==> src/rtl/mem_bus_pkg.sv <==
// Shared types for the two-master native memory bus arbiter.
// State encoding, registered request bundle and master id.
package mem_bus_pkg;

  typedef enum logic [1:0] {
    IDLE,
    ISSUE,
    WAIT,
    RESP
  } arb_state_e;

  typedef struct packed {
    logic [31:0] addr;
    logic [31:0] wdata;
    logic [3:0]  wmask;
    logic        we;
  } mem_req_t;

  typedef logic mst_id_t;

endpackage

==> src/rtl/rr_arb2.sv <==
// Two-way round-robin pick.
// On a tie the master that was not granted last wins.
module rr_arb2
  import mem_bus_pkg::*;
(
  input  logic [1:0] req_i,
  input  mst_id_t    last_grant_i,
  output logic       grant_valid_o,
  output mst_id_t    grant_id_o
);

  always_comb begin
    grant_valid_o = |req_i;
    grant_id_o    = 1'b0;
    unique case (req_i)
      2'b01:   grant_id_o = 1'b0;
      2'b10:   grant_id_o = 1'b1;
      2'b11:   grant_id_o = ~last_grant_i;
      default: grant_id_o = 1'b0;
    endcase
  end

endmodule

==> src/rtl/mem_bus_arbiter.sv <==
// Two-master round-robin front end for the native memory bus.
// One strobe per transaction; a silent slave yields an error pulse.
module mem_bus_arbiter
  import mem_bus_pkg::*;
#(
  parameter int unsigned TIMEOUT_CYCLES = 16,
  parameter logic [31:0] ERR_RDATA      = 32'h0000_0000
) (
  input  logic        clk_i,
  input  logic        rst_i,
  input  logic [31:0] m0_addr,
  input  logic [31:0] m0_wdata,
  input  logic [3:0]  m0_wmask,
  input  logic        m0_wstrb,
  input  logic        m0_rstrb,
  output logic [31:0] m0_rdata,
  output logic        m0_done,
  output logic        m0_err,
  input  logic [31:0] m1_addr,
  input  logic [31:0] m1_wdata,
  input  logic [3:0]  m1_wmask,
  input  logic        m1_wstrb,
  input  logic        m1_rstrb,
  output logic [31:0] m1_rdata,
  output logic        m1_done,
  output logic        m1_err,
  output logic [31:0] s_addr,
  output logic [31:0] s_wdata,
  output logic [3:0]  s_wmask,
  output logic        s_wstrb,
  output logic        s_rstrb,
  input  logic [31:0] s_rdata,
  input  logic        s_done,
  output logic        busy
);

  localparam int unsigned CW = $clog2(TIMEOUT_CYCLES) + 1;
  localparam logic [CW-1:0] CNT_LAST = CW'(TIMEOUT_CYCLES - 1);

  arb_state_e    state_q, state_d;
  mem_req_t      req_q, req_d;
  mst_id_t       gid_q, gid_d;
  mst_id_t       last_q, last_d;
  logic [CW-1:0] cnt_q, cnt_d;
  logic          tmo_q, tmo_d;

  logic [1:0]    req;
  logic          gnt_v;
  mst_id_t       gnt_id;
  logic [31:0]   rsp_data;

  assign req = {m1_wstrb | m1_rstrb, m0_wstrb | m0_rstrb};

  rr_arb2 u_rr (
    .req_i         (req),
    .last_grant_i  (last_q),
    .grant_valid_o (gnt_v),
    .grant_id_o    (gnt_id)
  );

  // last_q resets to 1 so master 0 wins the first tie
  always_ff @(posedge clk_i or posedge rst_i) begin
    if (rst_i) begin
      state_q <= IDLE;
      req_q   <= '0;
      gid_q   <= 1'b0;
      last_q  <= 1'b1;
      cnt_q   <= '0;
      tmo_q   <= 1'b0;
    end else begin
      state_q <= state_d;
      req_q   <= req_d;
      gid_q   <= gid_d;
      last_q  <= last_d;
      cnt_q   <= cnt_d;
      tmo_q   <= tmo_d;
    end
  end

  always_comb begin
    state_d = state_q;
    req_d   = req_q;
    gid_d   = gid_q;
    last_d  = last_q;
    cnt_d   = cnt_q;
    tmo_d   = tmo_q;
    unique case (state_q)
      IDLE: begin
        if (gnt_v) begin
          state_d     = ISSUE;
          gid_d       = gnt_id;
          tmo_d       = 1'b0;
          req_d.addr  = gnt_id ? m1_addr  : m0_addr;
          req_d.wdata = gnt_id ? m1_wdata : m0_wdata;
          req_d.wmask = gnt_id ? m1_wmask : m0_wmask;
          req_d.we    = gnt_id ? m1_wstrb : m0_wstrb;
        end
      end
      ISSUE: begin
        cnt_d   = '0;
        state_d = s_done ? RESP : WAIT;
      end
      WAIT: begin
        cnt_d = cnt_q + 1'b1;
        if (s_done) begin
          state_d = RESP;
        end else if (cnt_q == CNT_LAST) begin
          state_d = RESP;
          tmo_d   = 1'b1;
        end
      end
      RESP: begin
        last_d  = gid_q;
        state_d = IDLE;
      end
    endcase
  end

  always_comb begin
    m0_rdata = '0;
    m0_done  = 1'b0;
    m0_err   = 1'b0;
    m1_rdata = '0;
    m1_done  = 1'b0;
    m1_err   = 1'b0;
    s_addr   = '0;
    s_wdata  = '0;
    s_wmask  = '0;
    s_wstrb  = 1'b0;
    s_rstrb  = 1'b0;
    busy     = 1'b0;
    rsp_data = tmo_q    ? ERR_RDATA :
               req_q.we ? 32'h0     : s_rdata;
    if (state_q != IDLE) begin
      busy    = 1'b1;
      s_addr  = req_q.addr;
      s_wdata = req_q.wdata;
      s_wmask = req_q.wmask;
    end
    if (state_q == ISSUE) begin
      s_wstrb = req_q.we;
      s_rstrb = ~req_q.we;
    end
    if (state_q == RESP) begin
      if (gid_q) begin
        m1_done  = 1'b1;
        m1_err   = tmo_q;
        m1_rdata = rsp_data;
      end else begin
        m0_done  = 1'b1;
        m0_err   = tmo_q;
        m0_rdata = rsp_data;
      end
    end
  end

endmodule
==> config.mk <==
export PLATFORM = sky130hd
export DESIGN_NAME = mem_bus_arbiter
export DESIGN_NICKNAME = d
export VERILOG_FILES = /design/src/rtl/mem_bus_pkg.sv /design/src/rtl/rr_arb2.sv /design/src/rtl/mem_bus_arbiter.sv
export SDC_FILE = /design/constraint.sdc
export NUM_CORES = 1
export LEC_CHECK = 0
export BUFFER_PORTS_ARGS = -buffer_cell sky130_fd_sc_hd__buf_2
export CAP_MARGIN = 15
export CORE_ASPECT_RATIO = 0.6
export CORE_MARGIN = 5
export CORE_UTILIZATION = 43
export CTS_BUF_LIST = sky130_fd_sc_hd__clkbuf_8
export DETAILED_ROUTE_END_ITERATION = 10
export GPL_TIMING_DRIVEN = 0
export PLACE_DENSITY = 0.82
export SYNTH_ARGS = -nofsm -noshare
export SYNTH_HDL_FRONTEND = slang
export SYNTH_HIERARCHICAL = 1
export SYNTH_SLANG_ARGS = --single-unit
==> constraint.sdc <==
create_clock -name clk_i -period 2.9 [get_ports clk_i]
set_input_delay 0.29 -clock clk_i [delete_from_list [all_inputs] [get_ports clk_i]]
set_output_delay 0.29 -clock clk_i [all_outputs]
set_load 0.01 [all_outputs]
==> results_dict.tcl, run 1 <==
set metrics [dict create \
    cts_buffers 9 \
    vdd_drop_max_mv 0.490 \
    cp-end-kind "output port" \
    finalHoldWorstSlack_ns 0.222 \
    synth_top_family_by_area "simple AND/OR/NAND/NOR gates" \
    fp.dieH_um 90.6 \
    switchingPower_w 0.00263 \
    hold_path.class "in -> reg" \
    multi_input_area_um2 2460 \
    synth_mux_area_share_pct 15.1 \
    cts_tree "done" \
    worstPathRequired_ns 2.61 \
    clkSinkCount 79 \
    grt_pass1_wl_um 23800 \
    total_leakage_power_nw 3.89 \
    p_per_area_nw_per_um2 937 \
    path_class "reg -> out" \
    grtUsageTotal_pct 23.2 \
    antenna_found_initial 4 \
    first_global_vias 4635 \
    ant_nets 0 \
    drive_gt1_share_pct 42.8 \
    internal_power_w 0.00362 \
    avgSynthCellArea_um2 9.04 \
    die_area_um2 13100 \
    cts_resized 0 \
    fin_nets 1022 \
    viasPerCell 4.69 \
    yosys.area_share.simple_pct 27.2 \
    ys_warn_count 6 \
    synth-main-ff-cell "dfrtp_1" \
    ys_ff_latch 79 \
    switching_share_pct 42.1 \
    start_util_pct 44.1 \
    grt_max_degree 49 \
    hold_viol_final 0 \
    yosys-top-cells-area "dfrtp_1 (42%), mux2i_1 (15%), nor2b_1 (9.3%)" \
    pwr-share-clk_pct 15.5 \
    syn_nets 696 \
    path_clk_slew_ns 0.08 \
    synth_cell_types 31 \
    synth_area_um2 4650 \
    dr.pass1.iters 4 \
    cts_root_buf "clkbuf_8" \
    status "finished, final reports clean" \
    wl_per_cell_um 15.5 \
    netlist_instances 515 \
    fillers 933 \
    worstSkewPairLatency_ns 0.34 \
    synth_compound_area_share_pct 9.09 \
    drtIter0Drc 154 \
    clockBufferDepth 2 \
    drc 0 \
    post-cts-setup-buffer-count 0 \
    ios 314 \
    yosys.area.top_type "dfrtp_1" \
    drv_slew 0 \
    dieWidth_um 144 \
    core_area_um2 10600 \
    rsz0062_at_grt "false" \
    synthTopCellsByCount "dfrtp_1 (78), nand2_1 (76), o21ai_0 (73)" \
    skew_ns 0.00510 \
    worst_setup_path_start_kind "flip-flop" \
    async_flop_share_pct 100 \
    tightest_slew_ns 0.533 \
    gp_congestion 0.936 \
    synthXorXnorAreaFrac_pct 0 \
    overflow 0 \
    finalSetupTns_ns 0 \
    row_count 29 \
    seqPwrFrac_pct 29.8 \
    yosys.area_share.adder_pct 1.61 \
    post-route-period-util_pct 85.1 \
    num_vias 4631 \
    maxCapViolations 0 \
    synthMostInstantiatedCell "dfrtp_1" \
    max_freq_mhz 405 \
    io_buffers 313 \
    synth_top_area_share_pct 41.9 \
    finalSetupViolations 0 \
    slew_headroom_pct 64.5 \
    h-tree-depth 3 \
    layout_min_cycle_time_ns 2.47 \
    arrival_ns 2.18 \
    area_delta_synth_final_pct 43.5 \
    path_max_fanout 10 \
    routed_wl_um 15300 \
    regArea_um2 1980 \
    synth_edf_count 0 \
    yosysSeqAreaShare_pct 42.5 \
    dp_hpwl_um 12700 \
    share_comb_of_total_power_pct 54.7 \
]
## logic make-up (layout without fill, tap and decap cells)
family                     count (synthesis)  count (layout)
adders and majority gates                  6               6
DFF                                       79              79
AOI/OAI and AO/OA                         81              81
muxes                                     70              70
and+or+nand+nor                          231             231
other                                      0               2
buffers and inverters                     48             379
## area by class of cell
| type | count | area share (%) |
|---|---|---|
| clock inverters | 7 | 1.69 |
| repair buffers | 315 | 24.0 |
| plain buffers | 38 | 2.59 |
| multi-input cells | 388 | 36.9 |
| well taps | 139 | 2.61 |
| clock buffers | 9 | 1.86 |
| inverters | 10 | 0.600 |
| diodes | 2 | 0.0750 |
| flip-flops and latches | 79 | 29.6 |
## per-layer routing
metal	share of wire (%)	track usage (%)	wire, µm	vias to the layer above
met2	52	42.9	7990	164
li1	-	-	-	2340
met5	0.18	0	27	-
met3	7.6	6.19	1160	20
met4	1.8	5.51	271	4
met1	38	26.4	5870	2103
## path summary, 6_finish.rpt
check                           slack [ns]  cells after the start      endpoint        from
worst max-delay path                  0.43                      6  m0_rdata[17]  state_q[0]
worst min-delay path                  0.22                      3     req_q[39]  m0_addr[2]
worst max register to register        0.95                      8     req_q[15]  state_q[0]
worst min register to register        0.47                      2     req_q[12]   req_q[12]
max in group asynchronous             1.84                      4     req_q[24]       rst_i
min in group asynchronous             0.49                      3     req_q[20]       rst_i
## layout by cell type, fill, tap and decap left out, drive strengths merged, types with 2 or more instances in the layout
master,netlist,routed
nor2b,70,70
clkinv,0,3
dfrtp,78,78
o21ai,73,73
and2,68,68
bufinv,0,3
ha,6,6
nand2b,2,2
diode,0,2
or2,3,3
nand2,76,76
nor2,2,2
buf,19,333
nand3,4,4
and3,2,2
clkbuf,19,28
mux2i,70,70
inv,10,11
a31oi,2,2
## power groups by stage
| stage | registers [W] | clock network [W] | logic (W) |
|---|---|---|---|
| floorplan | 0.00181 | 0 | 0.00217 |
| detailed placement | 0.00188 | 0 | 0.00346 |
| global route | 0.00194 | 0.00105 | 0.00381 |
| global placement | 0.00186 | 0 | 0.00339 |
| CTS | 0.00187 | 0.000995 | 0.00347 |
| finish | 0.00186 | 0.000973 | 0.00342 |
## per-stage QoR
stage	cell area, µm²	cells	util (%)	setup slack [ns]	power (W)
finish	6680	987	63.2	0.432	0.00626
detailed placement	6420	968	60.8	0.803	0.00534
CTS	6670	985	63.2	0.402	0.00633
global placement	6390	967	60.6	-0.317	0.00526
floorplan	4650	515	-	0.588	0.00398
global route	6680	987	63.2	0.233	0.00680
## timing repair
action,4_1_cts,5_1_grt
endpoints found under the hold margin,30,0
hold buffers,1,0
endpoints found under the setup margin,0,0
## worst max-delay path, stage by stage, from the launching register on
cell,delay [ns]
dfrtp_1,0.45
ha_1,0.22
nor2b_2,0.17
nor3b_2,0.37
clkbuf_2,0.27
and2_1,0.21
buf_2,0.15
## flip-flops by register name, summed over array words and instances, names as in the netlist
register,cells
req_q,69
cnt_q,5
state_q,2
gid_q,1
last_q,1
tmo_q,1
Power figures use the tool's default switching activity.
==> run 2: changes to the inputs <==
ABC_AREA = 1   (was unset)
CORE_UTILIZATION = 44   (was 43)
PLACE_DENSITY = unset   (was 0.82)
PLACE_DENSITY_LB_ADDON = 0.25   (was unset)
==> run 2 against run 1 <==
Clock power fell by 13%. Sequential share of layout area up 0.089 points. Non-clock buffer count up 9. Total power up 14%. Sequential power is 5% higher.
==> results_dict.tcl, run 2 <==
set metrics [dict create \
    status "finished, final reports clean" \
    dp_hpwl_um 14000 \
    power_w 0.00714 \
    num_vias 5564 \
    wirelength_met1_um 7310 \
    syn_nets 891 \
    row_count 29 \
    viasPerCell 4.72 \
    die_area_um2 12800 \
    switching_share_pct 48.5 \
    arrival_ns 2.02 \
    fin_nets 1217 \
    ys_ff_latch 79 \
    routed_wl_um 17500 \
    fin_cells 1179 \
    seqPwrFrac_pct 27.4 \
    synth_area_um2 4670 \
    antenna_found_initial 0 \
    maxCapViolations 0 \
    layout_min_cycle_time_ns 2.31 \
    tightest_slew_ns 0.524 \
    final_cell_mix "buf_2 (341), nor2_1 (210), a21oi_1 (142), nand2_1 (123), inv_1 (84)" \
    path_class "reg -> out" \
    worst_setup_path_start_kind "flip-flop" \
    wl_met3_um 1680 \
    drv_slew 0 \
    fp.dieH_um 89.8 \
    total_leakage_power_nw 3.97 \
    synthTopCellsByCount "nor2_1 (210), a21oi_1 (142), nand2_1 (123)" \
    pwr-share-clk_pct 11.9 \
    drc 0 \
    h-tree-depth 3 \
    path_max_fanout 10 \
    dpl.cell_count 1163 \
    finalSetupTns_ns 0 \
    finalSetupViolations 0 \
    cts_root_buf "clkbuf_8" \
    clockBufferDepth 2 \
    grt_max_degree 51 \
    mostFrequentLayoutCell "buf_2" \
    max_freq_mhz 433 \
    switchingPower_w 0.00347 \
    dieWidth_um 143 \
    cts_resized 0 \
    synth_top_area_share_pct 41.8 \
    worstSkewPairLatency_ns 0.35 \
    cp-end-kind "output port" \
    cts_tree "done" \
    reg.largest.list "req_q x69, cnt_q x5, state_q x2" \
    worstPathRequired_ns 2.61 \
    fin_util_pct 63.7 \
    clkSinkCount 79 \
    area_delta_synth_final_pct 42.6 \
    final_area_um2 6660 \
    diodes 0 \
    slew_headroom_pct 65.1 \
    largest_register_ffs 69 \
    core_area_um2 10500 \
    share_comb_of_total_power_pct 60.8 \
    ant_nets 0 \
    netlist_instances 710 \
    synth-main-ff-cell "dfrtp_1" \
    synth_cell_types 21 \
    async_flop_share_pct 100 \
    ios 314 \
    internal_power_w 0.00367 \
    yosys.area.top_type "dfrtp_1" \
    p_per_area_nw_per_um2 1070 \
    avgSynthCellArea_um2 6.57 \
    top_layer_used "met4" \
    grt_pass1_wl_um 27100 \
    first_global_vias 5384 \
    wl_per_cell_um 14.8 \
    rsz0062_at_grt "false" \
    synthMostInstantiatedCell "nor2_1" \
    skew_ns 0.0172 \
    wl_met2_um 8140 \
    start_util_pct 44.7 \
    yosys-top-cells-area "dfrtp_1 (42%), nor2_1 (17%), a21oi_1 (15%)" \
    hold_viol_final 0 \
    overflow 0 \
    hold_path.class "in -> reg" \
    post-cts-setup-buffer-count 0 \
    ys_warn_count 6 \
    grtUsageTotal_pct 26.1 \
    path_clk_slew_ns 0.09 \
    drive_gt1_share_pct 35.4 \
    io_buffers 313 \
    dr.pass1.iters 5 \
    gp_congestion 0.952 \
    yosysSeqAreaShare_pct 42.4 \
    postPlaceCellArea_um2 6440 \
    synth_edf_count 0 \
    largest-register "req_q" \
    drtIter0Drc 292 \
    cts_buffers 9 \
    vdd_drop_max_mv 0.522 \
    post-route-period-util_pct 79.7 \
]
[run 2: changes by cell type after synthesis, moves of 47 or more]
cell / before / now
o21ai_0: 73 / 5
and2_1: 67 / 0
nor2b_1: 69 / 0
nand2_1: 76 / 123
a21oi_1: 1 / 142
mux2i_1: 70 / 0
inv_1: 10 / 85
nor2_1: 2 / 210
[run 2: per-layer routing]
| metal | vias to the layer above | GRT usage, % |
|---|---|---|
| met2 | 225 | 42.9 |
| met4 | 0 | 7.12 |
| met3 | 31 | 7.85 |
| met5 | - | 0 |
| met1 | 2485 | 33.5 |
| li1 | 2823 | - |
[run 2: power groups by stage]
| stage | registers [W] | clock network, W | logic, W |
|---|---|---|---|
| 5_1_grt | 0.00202 | 0.000914 | 0.00487 |
| 6_report | 0.00195 | 0.000847 | 0.00434 |
| 4_1_cts | 0.00195 | 0.000867 | 0.00436 |
| 3_5_place_dp | 0.00197 | 0 | 0.00434 |
| 2_1_floorplan | 0.00190 | 0 | 0.00276 |
| 3_3_place_gp | 0.00194 | 0 | 0.00430 |
[run 2: final timing paths]
path,depth (start not counted),to,startpoint,slack [ns]
hold / removal,3,req_q[46],m1_addr[9],0.17
max in group asynchronous,4,req_q[17],rst_i,1.83
setup reg to reg,9,req_q[56],state_q[0],1.21
setup / recovery,7,s_wmask[0],state_q[0],0.59
hold reg to reg,2,last_q,last_q,0.47
min in group asynchronous,3,req_q[12],rst_i,0.49
[run 2: through the flow]
stage	setup WS (ns)	hold slack, ns
2_1_floorplan	0.588	0.430
3_5_place_dp	1.00	0.315
6_report	0.588	0.172
3_3_place_gp	-0.411	0.460
5_1_grt	0.452	0.152
4_1_cts	0.605	0.156
[run 2: cell families after synthesis]
family / share of synthesized area (%)
buffers and inverters: 12.0
flip-flops: 42.4
AND/OR/NAND/NOR: 28.1
AO/OA/AOI/OAI: 15.9
adder cells (fa/ha/maj): 1.61
[run 2: layout make-up]
| type | count | area, µm² |
|---|---|---|
| fill | 984 | 3790 |
| sequential | 79 | 1980 |
| clock buffer | 11 | 151 |
| buffer | 47 | 234 |
| tap | 139 | 174 |
| timing repair buffer | 315 | 1600 |
| multi-input combinational | 497 | 2130 |
| inverter | 87 | 329 |
| clock inverter | 4 | 55.1 |
[run 2: what timing repair did]
action                                 CTS  global route
endpoints found under the hold margin   28             0
hold buffers                             1             0
setup endpoints to repair                0             0
[run 2: worst max-delay path, cell delays in order, from the launching register on]
cell and delay, ns:
dfrtp_1 0.44, inv_1 0.12, ha_1 0.15, buf_4 0.16, buf_2 0.28, buf_2 0.29
nor2_1 0.09, buf_2 0.14
==> run 3: changes to the inputs <==
CORE_UTILIZATION = 39   (was 44)
clock period = 2 ns   (was 2.9 ns; I/O delays follow)
==> run 3 against run 2 <==
First-iteration DRC count up 26%. Worst hold slack worse by 0.17 ns. Register-to-register slack worse by 1.0 ns. Utilization down 4.8 points. Largest power group unchanged. Wire length up 2.3%. Total power up 47%. Flip-flop and latch count unchanged. Via count down 0.66%. Combinational power up 51%. Highest routed layer unchanged. Sequential share of layout area down 0.50 points.
==> results_dict.tcl, run 3 (same netlist as run 2, synthesis figures left out) <==
set metrics [dict create \
    viasPerCell 4.59 \
    core_area_um2 11500 \
    skew_ns 0.0196 \
    fin_cells 1205 \
    drc 0 \
    finalHoldWorstSlack_ns 0.00314 \
    multi_input_area_um2 2150 \
    diodes 0 \
    largest-register "req_q" \
    drive_gt1_share_pct 37.7 \
    worstSkewPairLatency_ns 0.36 \
    row_count 30 \
    routed_wl_um 17900 \
    overflow 0 \
    hold_path.class "in -> async" \
    ios 314 \
    cts_tree "done" \
    mostFrequentLayoutCell "buf_2" \
    vdd_drop_max_mv 0.727 \
    max_freq_mhz 524 \
    clockBufferDepth 2 \
    reg.largest.list "req_q x69, cnt_q x5, state_q x2" \
    regArea_um2 1980 \
    grt_pass1_wl_um 26900 \
    dp_hpwl_um 14200 \
    r2r_start "state_q[1]" \
    rsz0062_at_grt "true" \
    h-tree-depth 3 \
    reg2reg_slack_ns 0.20 \
    maxCapViolations 0 \
    largest_register_ffs 69 \
    met2_usage_pct 39.4 \
    dpl.cell_count 1184 \
    fillers 1149 \
    fp.dieH_um 94.7 \
    clkSinkCount 79 \
    path_max_fanout 10 \
    wl_per_cell_um 14.9 \
    max_stage_delay_ns 0.45 \
    worst_setup_path_start_kind "flip-flop" \
    dieWidth_um 151 \
    path_class "reg -> out" \
    drtIter0Drc 367 \
    first_global_vias 5217 \
    path_clk_slew_ns 0.09 \
    status "finished, final reports clean" \
    grtUsageMet1_pct 32.1 \
    die_area_um2 14300 \
    path_cells "ha_2 -> buf_4 -> nand2_2 -> buf_4 -> nor2_1 -> buf_2" \
    antenna_found_initial 0 \
    dr.pass1.iters 5 \
    grt_max_degree 42 \
    r2r-end "req_q[60]" \
    gr-max-usage-layer "met2" \
    post-route-period-util_pct 95.4 \
    start_util_pct 40.6 \
    arrival_ns 1.71 \
    total_leakage_power_nw 4.01 \
    layout_min_cycle_time_ns 1.91 \
    p_per_area_nw_per_um2 1550 \
    power_w 0.0105 \
    finalSetupViolations 0 \
    use_met3_pct 6.91 \
    fin_nets 1221 \
    cp-end-kind "output port" \
    ant_nets 0 \
    hold_viol_final 0 \
    worstPathRequired_ns 1.80 \
    io_buffers 313 \
    num_vias 5527 \
    crit_top_cell "buf_4" \
    rr_worst_depth 9 \
    drv_slew 0 \
    finalSetupTns_ns 0 \
    grtUsageTotal_pct 23.9 \
    cts_buffers 9 \
    tightest_slew_ns 0.882 \
    cts_hold_buf 0 \
    cpMaxStageDelayCell "dfrtp_1" \
    slew_headroom_pct 41.1 \
    final_cell_mix "buf_2 (341), nor2_1 (205), a21oi_1 (142), nand2_1 (122), inv_1 (82)" \
    cts_root_buf "clkbuf_8" \
    gp_congestion 0.902 \
    area_delta_synth_final_pct 45.0 \
]
run 3: cell types whose count changed in the layout (fill, tap and decap cells not counted), sizes merged:
| cell | delta |
|---|---|
| clkinvlp | +2 |
| clkbuf | -7 |
| buf | +11 |
| dlygate4sd3 | -1 |
| bufinv | -1 |
| inv | +1 |
run 3: worst max-delay path by stage:
stage               start      endpoint  slack, ns  cells past startpoint
4_1_cts        state_q[0]    s_wdata[1]       0.01                      7
3_5_place_dp   state_q[0]    s_wdata[8]       0.19                      7
3_3_place_gp   state_q[0]    s_wdata[5]       0.20                      7
2_1_floorplan  state_q[0]    s_wdata[0]       0.49                      6
5_1_grt        state_q[1]  m1_rdata[28]      -0.03                      6
6_report       state_q[1]  m1_rdata[29]       0.09                      6
run 3: area by class of cell:
type,count,share of cell area (%)
Clock buffer,10,2.03
Tap cell,160,2.96
Clock inverter,6,0.665
Timing Repair Buffer,319,24.0
Inverter,87,4.88
Buffer,47,4.49
Sequential cell,79,29.2
Multi-Input combinational cell,497,31.8
run 3: critical path, delay by kind of cell (launching register included):
family	cells	cell delay (ns)
DFF	1	0.45
buffers and inverters	3	0.45
adders and majority gates	1	0.23
and+or+nand+nor	2	0.23
run 3: layer usage:
layer	wire length (µm)	vias to the layer above	part of all wire [%]
met5	0	-	0
met4	93	0	0.52
met3	1570	9	8.8
met2	8460	204	47
met1	7770	2478	43
li1	-	2836	-
run 3: repair_timing:
| item | in CTS | in global routing |
|---|---|---|
| resized for setup | 16 | 35 |
| buffers inserted | 1 | 4 |
| pin swaps | 0 | 2 |
| setup endpoints to repair | 120 | 114 |
run 3: report_power, final:
| part | internal [W] | switching [W] |
|---|---|---|
| sequential | 0.00240 | 0.000438 |
| clock | 0.000489 | 0.000619 |
| combinational | 0.00249 | 0.00405 |
run 3: through the flow:
step	area [µm²]	worst slack, ns	util [%]
detailed placement	6460	0.190	56.2
CTS	6670	0.0129	58.1
global route	6770	-0.0304	58.9
floorplan	4670	0.489	-
finish	6770	0.0924	58.9
global placement	6440	0.200	56.1
